File: src/rtl/lnvd_channel_aligner_if.sv
// Bus bundle for lnvd_channel_aligner: frame strobe, four sample lanes, per-channel delays
// and the aligned output lanes.
interface lnvd_channel_aligner_if #(
  parameter int unsigned DATA_W = 12,
  parameter int unsigned ADDR_W = 6
);
  logic              sample_valid;
  logic [DATA_W-1:0] data_in1;
  logic [DATA_W-1:0] data_in2;
  logic [DATA_W-1:0] data_in3;
  logic [DATA_W-1:0] data_in4;
  logic [ADDR_W-1:0] delay1;
  logic [ADDR_W-1:0] delay2;
  logic [ADDR_W-1:0] delay3;
  logic [ADDR_W-1:0] delay4;
  logic              delay_load;
  logic [DATA_W-1:0] data_out1;
  logic [DATA_W-1:0] data_out2;
  logic [DATA_W-1:0] data_out3;
  logic [DATA_W-1:0] data_out4;
  logic              out_valid;
  logic              primed;

  modport master (
    output sample_valid, data_in1, data_in2, data_in3, data_in4,
    output delay1, delay2, delay3, delay4, delay_load,
    input  data_out1, data_out2, data_out3, data_out4, out_valid, primed
  );

  modport slave (
    input  sample_valid, data_in1, data_in2, data_in3, data_in4,
    input  delay1, delay2, delay3, delay4, delay_load,
    output data_out1, data_out2, data_out3, data_out4, out_valid, primed
  );
endinterface

File: src/rtl/lnvd_channel_aligner.sv
// Four-channel skew remover: shared circular buffer, one write pointer, per-channel delays.
// Optional LNVD_ALIGN_ZERO_FILL_EN: emit every frame in FILL, zeroing not-yet-valid channels.
module lnvd_channel_aligner #(
  parameter int unsigned DATA_W = 12,
  parameter int unsigned DEPTH  = 64,
  parameter int unsigned ADDR_W = 6
) (
  input logic                  clk,
  input logic                  rst_n,
  lnvd_channel_aligner_if.slave bus
);
  localparam int unsigned NumCh = 4;

  typedef enum logic {StFill, StRun} state_e;

  logic [DATA_W-1:0]       din     [NumCh];
  logic [ADDR_W-1:0]       dreq    [NumCh];
  logic [NumCh*DATA_W-1:0] mem_q   [DEPTH];
  logic [ADDR_W-1:0]       rd_addr [NumCh];
  logic [NumCh*DATA_W-1:0] rd_word [NumCh];
  logic [DATA_W-1:0]       samp    [NumCh];

  state_e            state_q, state_d;
  logic [ADDR_W-1:0] wr_ptr_q, wr_ptr_d;
  logic [ADDR_W-1:0] fill_cnt_q, fill_cnt_d;
  logic [ADDR_W-1:0] delay_q [NumCh];
  logic [ADDR_W-1:0] delay_d [NumCh];
  logic [DATA_W-1:0] dout_q  [NumCh];
  logic [DATA_W-1:0] dout_d  [NumCh];
  logic              out_valid_q, out_valid_d;
  logic [ADDR_W-1:0] max_old, max_new;
  logic              go_run;

  assign din[0]  = bus.data_in1;
  assign din[1]  = bus.data_in2;
  assign din[2]  = bus.data_in3;
  assign din[3]  = bus.data_in4;
  assign dreq[0] = bus.delay1;
  assign dreq[1] = bus.delay2;
  assign dreq[2] = bus.delay3;
  assign dreq[3] = bus.delay4;

  always_comb begin
    max_old = '0;
    max_new = '0;
    for (int unsigned k = 0; k < NumCh; k++) begin
      if (delay_q[k] > max_old) max_old = delay_q[k];
      if (dreq[k] > max_new)    max_new = dreq[k];
    end
  end

  // Reads see the pre-write contents; delay 0 bypasses straight from the input lane.
  always_comb begin
    for (int unsigned k = 0; k < NumCh; k++) begin
      rd_addr[k] = wr_ptr_q - delay_q[k];
      rd_word[k] = mem_q[rd_addr[k]];
      samp[k]    = (delay_q[k] == '0) ? din[k] : rd_word[k][k*DATA_W +: DATA_W];
`ifdef LNVD_ALIGN_ZERO_FILL_EN
      if (delay_q[k] > fill_cnt_q) samp[k] = '0;
`endif
    end
  end

  always_comb begin
    state_d     = state_q;
    wr_ptr_d    = wr_ptr_q;
    fill_cnt_d  = fill_cnt_q;
    delay_d     = delay_q;
    dout_d      = dout_q;
    out_valid_d = 1'b0;
    go_run      = (state_q == StRun) || (fill_cnt_q >= max_old);
    if (bus.sample_valid) begin
      wr_ptr_d = wr_ptr_q + 1'b1;
      if (fill_cnt_q != ADDR_W'(DEPTH - 1)) fill_cnt_d = fill_cnt_q + 1'b1;
      state_d = go_run ? StRun : StFill;
`ifdef LNVD_ALIGN_ZERO_FILL_EN
      out_valid_d = 1'b1;
      dout_d      = samp;
`else
      if (go_run) begin
        out_valid_d = 1'b1;
        dout_d      = samp;
      end
`endif
    end
    // A coincident frame already used the old delays; judge the new ones on the updated fill.
    if (bus.delay_load) begin
      delay_d = dreq;
      if (max_new > fill_cnt_d) state_d = StFill;
    end
  end

  always_ff @(posedge clk or negedge rst_n) begin
    if (!rst_n) begin
      state_q     <= StFill;
      wr_ptr_q    <= '0;
      fill_cnt_q  <= '0;
      out_valid_q <= 1'b0;
      for (int unsigned k = 0; k < NumCh; k++) begin
        delay_q[k] <= '0;
        dout_q[k]  <= '0;
      end
    end else begin
      state_q     <= state_d;
      wr_ptr_q    <= wr_ptr_d;
      fill_cnt_q  <= fill_cnt_d;
      out_valid_q <= out_valid_d;
      delay_q     <= delay_d;
      dout_q      <= dout_d;
    end
  end

  always_ff @(posedge clk) begin
    if (bus.sample_valid) mem_q[wr_ptr_q] <= {din[3], din[2], din[1], din[0]};
  end

  assign bus.data_out1 = dout_q[0];
  assign bus.data_out2 = dout_q[1];
  assign bus.data_out3 = dout_q[2];
  assign bus.data_out4 = dout_q[3];
  assign bus.out_valid = out_valid_q;
  assign bus.primed    = (state_q == StRun);
endmodule

File: src/flat_wrapper.sv
// flat-port wrapper written by rule: the top's interface ports become plain ports
module lnvd_channel_aligner_flat 
#(
  parameter int unsigned DATA_W = 12,
  parameter int unsigned DEPTH  = 64,
  parameter int unsigned ADDR_W = 6
)
  (clk, rst_n, bus_sample_valid, bus_data_in1, bus_data_in2, bus_data_in3, bus_data_in4, bus_delay1, bus_delay2, bus_delay3, bus_delay4, bus_delay_load, bus_data_out1, bus_data_out2, bus_data_out3, bus_data_out4, bus_out_valid, bus_primed);
  lnvd_channel_aligner_if #(.DATA_W(DATA_W), .ADDR_W(ADDR_W)) bus_i ();
  input logic clk;
  input logic rst_n;
  input wire logic [$bits(bus_i.sample_valid)-1:0] bus_sample_valid;
  input wire logic [$bits(bus_i.data_in1)-1:0] bus_data_in1;
  input wire logic [$bits(bus_i.data_in2)-1:0] bus_data_in2;
  input wire logic [$bits(bus_i.data_in3)-1:0] bus_data_in3;
  input wire logic [$bits(bus_i.data_in4)-1:0] bus_data_in4;
  input wire logic [$bits(bus_i.delay1)-1:0] bus_delay1;
  input wire logic [$bits(bus_i.delay2)-1:0] bus_delay2;
  input wire logic [$bits(bus_i.delay3)-1:0] bus_delay3;
  input wire logic [$bits(bus_i.delay4)-1:0] bus_delay4;
  input wire logic [$bits(bus_i.delay_load)-1:0] bus_delay_load;
  output wire logic [$bits(bus_i.data_out1)-1:0] bus_data_out1;
  output wire logic [$bits(bus_i.data_out2)-1:0] bus_data_out2;
  output wire logic [$bits(bus_i.data_out3)-1:0] bus_data_out3;
  output wire logic [$bits(bus_i.data_out4)-1:0] bus_data_out4;
  output wire logic [$bits(bus_i.out_valid)-1:0] bus_out_valid;
  output wire logic [$bits(bus_i.primed)-1:0] bus_primed;
  assign bus_i.sample_valid = bus_sample_valid;
  assign bus_i.data_in1 = bus_data_in1;
  assign bus_i.data_in2 = bus_data_in2;
  assign bus_i.data_in3 = bus_data_in3;
  assign bus_i.data_in4 = bus_data_in4;
  assign bus_i.delay1 = bus_delay1;
  assign bus_i.delay2 = bus_delay2;
  assign bus_i.delay3 = bus_delay3;
  assign bus_i.delay4 = bus_delay4;
  assign bus_i.delay_load = bus_delay_load;
  assign bus_data_out1 = bus_i.data_out1;
  assign bus_data_out2 = bus_i.data_out2;
  assign bus_data_out3 = bus_i.data_out3;
  assign bus_data_out4 = bus_i.data_out4;
  assign bus_out_valid = bus_i.out_valid;
  assign bus_primed = bus_i.primed;
  lnvd_channel_aligner #(.DATA_W(DATA_W), .DEPTH(DEPTH), .ADDR_W(ADDR_W)) u_core (.clk(clk), .rst_n(rst_n), .bus(bus_i));
endmodule
File: config.mk
export PLATFORM = sky130hd
export DESIGN_NAME = lnvd_channel_aligner_flat
export DESIGN_NICKNAME = d
export VERILOG_FILES = /design/src/rtl/lnvd_channel_aligner_if.sv /design/src/rtl/lnvd_channel_aligner.sv /design/src/flat_wrapper.sv
export SDC_FILE = /design/constraint.sdc
export NUM_CORES = 2
export LEC_CHECK = 0
export CORE_MARGIN = 1
export CORE_UTILIZATION = 53
export CTS_BUF_LIST = sky130_fd_sc_hd__clkbuf_4
export DETAILED_ROUTE_END_ITERATION = 10
export PLACE_DENSITY = 0.69
export SKIP_CTS_REPAIR_TIMING = 1
export SLEW_MARGIN = 20
export SYNTH_ARGS = -nofsm -noshare
export SYNTH_HDL_FRONTEND = slang
export SYNTH_SLANG_ARGS = --single-unit
File: constraint.sdc
create_clock -name clk -period 8.3 [get_ports clk]
set_input_delay 1.66 -clock clk [delete_from_list [all_inputs] [get_ports clk]]
set_output_delay 1.66 -clock clk [all_outputs]
set_load 0.05 [all_outputs]
==> impl_metrics.toml <==
[outcome]
status = "completed"

[routing]
route.met2.wl_microns = 156000
ant_nets = 0
wl_met1_microns = 119000
dr.pass1.iters = 6
wl_microns = 316000
drc = 0
highest_layer = "met5"
viasPerCell = 6.42
wl_met3_microns = 31600
vias = 63600
wl_per_cell_microns = 31.9
dr.first_iter.drc_count = 7223

[global_route]
grt_pass1_wl_microns = 452000
grt_pass1_vias = 65300
grt_usage_pct = 27.0
antenna_found_initial = 10
grt_start_max_net_pins = 97
overflow = 0

[floorplan]
io_pins = 126
die_x_microns = 486
rows = 177
dieArea_sq_um = 236000
die_h_microns = 486
core_sq_um = 233000
initial_core_util_pct = 53.3

[clock_tree]
h-tree-depth = 6
clock_latency_ns = 1.47
clockBufferDepth = 4
root_buffer = "clkbuf_4"
tritoncts = "done"
clock-sinks = 3158
clkTransAtPathRegs_ns = 0.08
cts_buffers = 771

[critical_path]
worstPathArrival_ns = 9.26
cpMaxStageDelayCell = "a2111oi_4"
worst_ep_required_time_ns = 9.61
start_kind = "register"
worstSetupEndpointType = "register"
crit_fanout = 49
crit_type = "reg2reg"
cpPeakStageDelay_ns = 0.54

[place]
gp_congestion = 0.819
port_buffers = 125
hpwl_microns = 168000

[sta]
slew_headroom_pct = 20.8
max_freq_mhz = 126
setup_viol = 0
grt_setup_unrepaired = "false"
fin_crit_ns = 7.95
finalSetupTns_ns = 0
timing.final.hold_violations = 0
post-route-period-util_pct = 95.7
worst_pin_slew_ns = 1.19
slew_viol_final = 0
skew_ns = 0.0815
whs_ns = 0.380

[synth]
synth_edf_count = 3072
synthArstFlopShare_pct = 2.72
synth.net_count = 5667
yosys_warnings = 0
ys_ff_latch = 3158
ys_seq_area_share_pct = 76.2
synth.distinct_cells = 66
synth_cells = 5520
syn_area_per_cell_sq_um = 22.5
ys.flop_type = "edfxtp_1"
syn_area_sq_um = 124000

[layout]
final_common_cell = "edfxtp_1"
area_growth_pct = 12.6
final_util_pct = 60.0
mostFrequentLayoutCells = "edfxtp_1, clkbuf_4, mux4_2, buf_4, clkinv_1"
layout.nets = 6458
drive_gt1_share_pct = 35.9

[job]
maxCapViolCount = 0

[pwr]
cellPowerDensity_nw_per_um2 = 366
power_uw = 51100
peakVddDrop_mv = 0.622
power.leakage_uw = 0.0448

[hold_path]
hold_class = "in2async"
-- where the power goes --
part           internal [uW]  switching, uW  total (uW)  leakage [uW]
Combinational           8900          11300       20200        0.0105
Clock                   6440           5960       12400       0.00561
Sequential             18200            327       18500        0.0287
-- synth_stat cells, drive strengths merged (2+ instances only) --
cell type | count | area share, %
nand3b | 2 | 0.012
a22oi | 4 | 0.024
or2b | 2 | 0.012
and2 | 9 | 0.049
nand2 | 103 | 0.31
nor3 | 20 | 0.081
a31oi | 6 | 0.035
xor2 | 11 | 0.078
a221oi | 150 | 1.1
a2bb2oi | 3 | 0.021
a211oi | 105 | 0.64
o21ai | 43 | 0.17
a211o | 2 | 0.015
or3 | 5 | 0.025
nor2b | 111 | 0.56
inv | 59 | 0.18
nand2b | 5 | 0.025
mux4 | 864 | 16
edfxtp | 3072 | 74
a21o | 16 | 0.099
o211ai | 5 | 0.030
o21a | 29 | 0.18
mux2 | 55 | 0.50
mux2i | 104 | 0.85
or2 | 4 | 0.020
a32oi | 2 | 0.014
o31ai | 49 | 0.30
fa | 4 | 0.065
ha | 67 | 0.68
xnor2 | 13 | 0.092
o22ai | 3 | 0.015
a21oi | 15 | 0.073
dfrtp | 86 | 1.7
nor2 | 81 | 0.25
nand4 | 10 | 0.050
buf | 115 | 0.45
clkbuf | 210 | 0.64
or4 | 5 | 0.033
nand3 | 11 | 0.044
and4 | 2 | 0.014
a2111oi | 49 | 0.36
-- registers in the layout, indices dropped and copies added, names as in the netlist, 6 cells and up --
name	flops
u_core.bus.data_out1	12
u_core.bus.data_out2	12
u_core.bus.data_out3	12
u_core.bus.data_out4	12
u_core.delay_q	24
u_core.fill_cnt_q	6
u_core.mem_q	3072
u_core.wr_ptr_q	6
-- stage by stage --
stage | cell area, sq um | std cells | setup slack [ns]
final | 140000 | 9904 | 0.353
after global routing | 140000 | 9898 | 0.0144
after CTS | 139000 | 9884 | 0.375
after detailed placement | 130000 | 8579 | -0.0379
after global placement | 130000 | 8575 | 0.0988
after floorplan | 124000 | 5520 | 0.195
-- critical path, delay by kind of cell, from the launching register on --
| family | cells | cell delay [ns] |
|---|---|---|
| and+or+nand+nor | 4 | 0.45 |
| AOI/OAI and AO/OA | 18 | 4.27 |
| DFF | 1 | 0.47 |
| adders and majority gates | 4 | 1.22 |
| buffers and inverters | 4 | 0.85 |
| muxes | 1 | 0.43 |
-- cells by family after synthesis --
family	after synthesis	synth area share, %
AND/OR/NAND/NOR	373	1.51
XOR/XNOR	24	0.170
buffers and inverters	385	1.28
adder cells (fa/ha/maj)	71	0.741
flip-flops	3158	76.2
AO/OA/AOI/OAI	486	3.08
multiplexers	1023	17.1
-- layout make-up --
cell class / instances / area, sq um
Antenna cell: 18 / 45.0
Clock buffer: 1110 / 8330
Clock inverter: 195 / 1050
Fill cell: 16500 / 92900
Inverter: 59 / 221
Multi-Input combinational cell: 1977 / 28700
Sequential cell: 3158 / 94400
Tap cell: 3043 / 3810
Timing Repair Buffer: 344 / 3010
-- routing by layer --
| layer | track usage (%) | up-vias |
|---|---|---|
| li1 | - | 25800 |
| met1 | 36.2 | 33600 |
| met2 | 43.5 | 3607 |
| met3 | 6.68 | 561 |
| met4 | 9.36 | 2 |
| met5 | 0 | - |
-- worst paths after layout --
kind                       depth (start not counted)                                  end                                start  slack [ns]
setup / recovery                                  31  u_core.bus.data_out3[4]$_DFFE_PN0P_       u_core.delay_q[23]$_DFFE_PN0P_        0.35
hold / removal                                     1  u_core.bus.data_out4[0]$_DFFE_PN0P_                                rst_n        0.38
setup reg to reg                                  31  u_core.bus.data_out3[4]$_DFFE_PN0P_       u_core.delay_q[23]$_DFFE_PN0P_        0.35
hold reg to reg                                    1  u_core.bus.data_out1[6]$_DFFE_PN0P_  u_core.bus.data_out1[6]$_DFFE_PN0P_        0.51
max in group asynchronous                          2  u_core.bus.data_out3[4]$_DFFE_PN0P_                                rst_n        6.66
min in group clk                                   1  u_core.bus.data_out1[6]$_DFFE_PN0P_  u_core.bus.data_out1[6]$_DFFE_PN0P_        0.51
(Power assumes the default switching activity.)
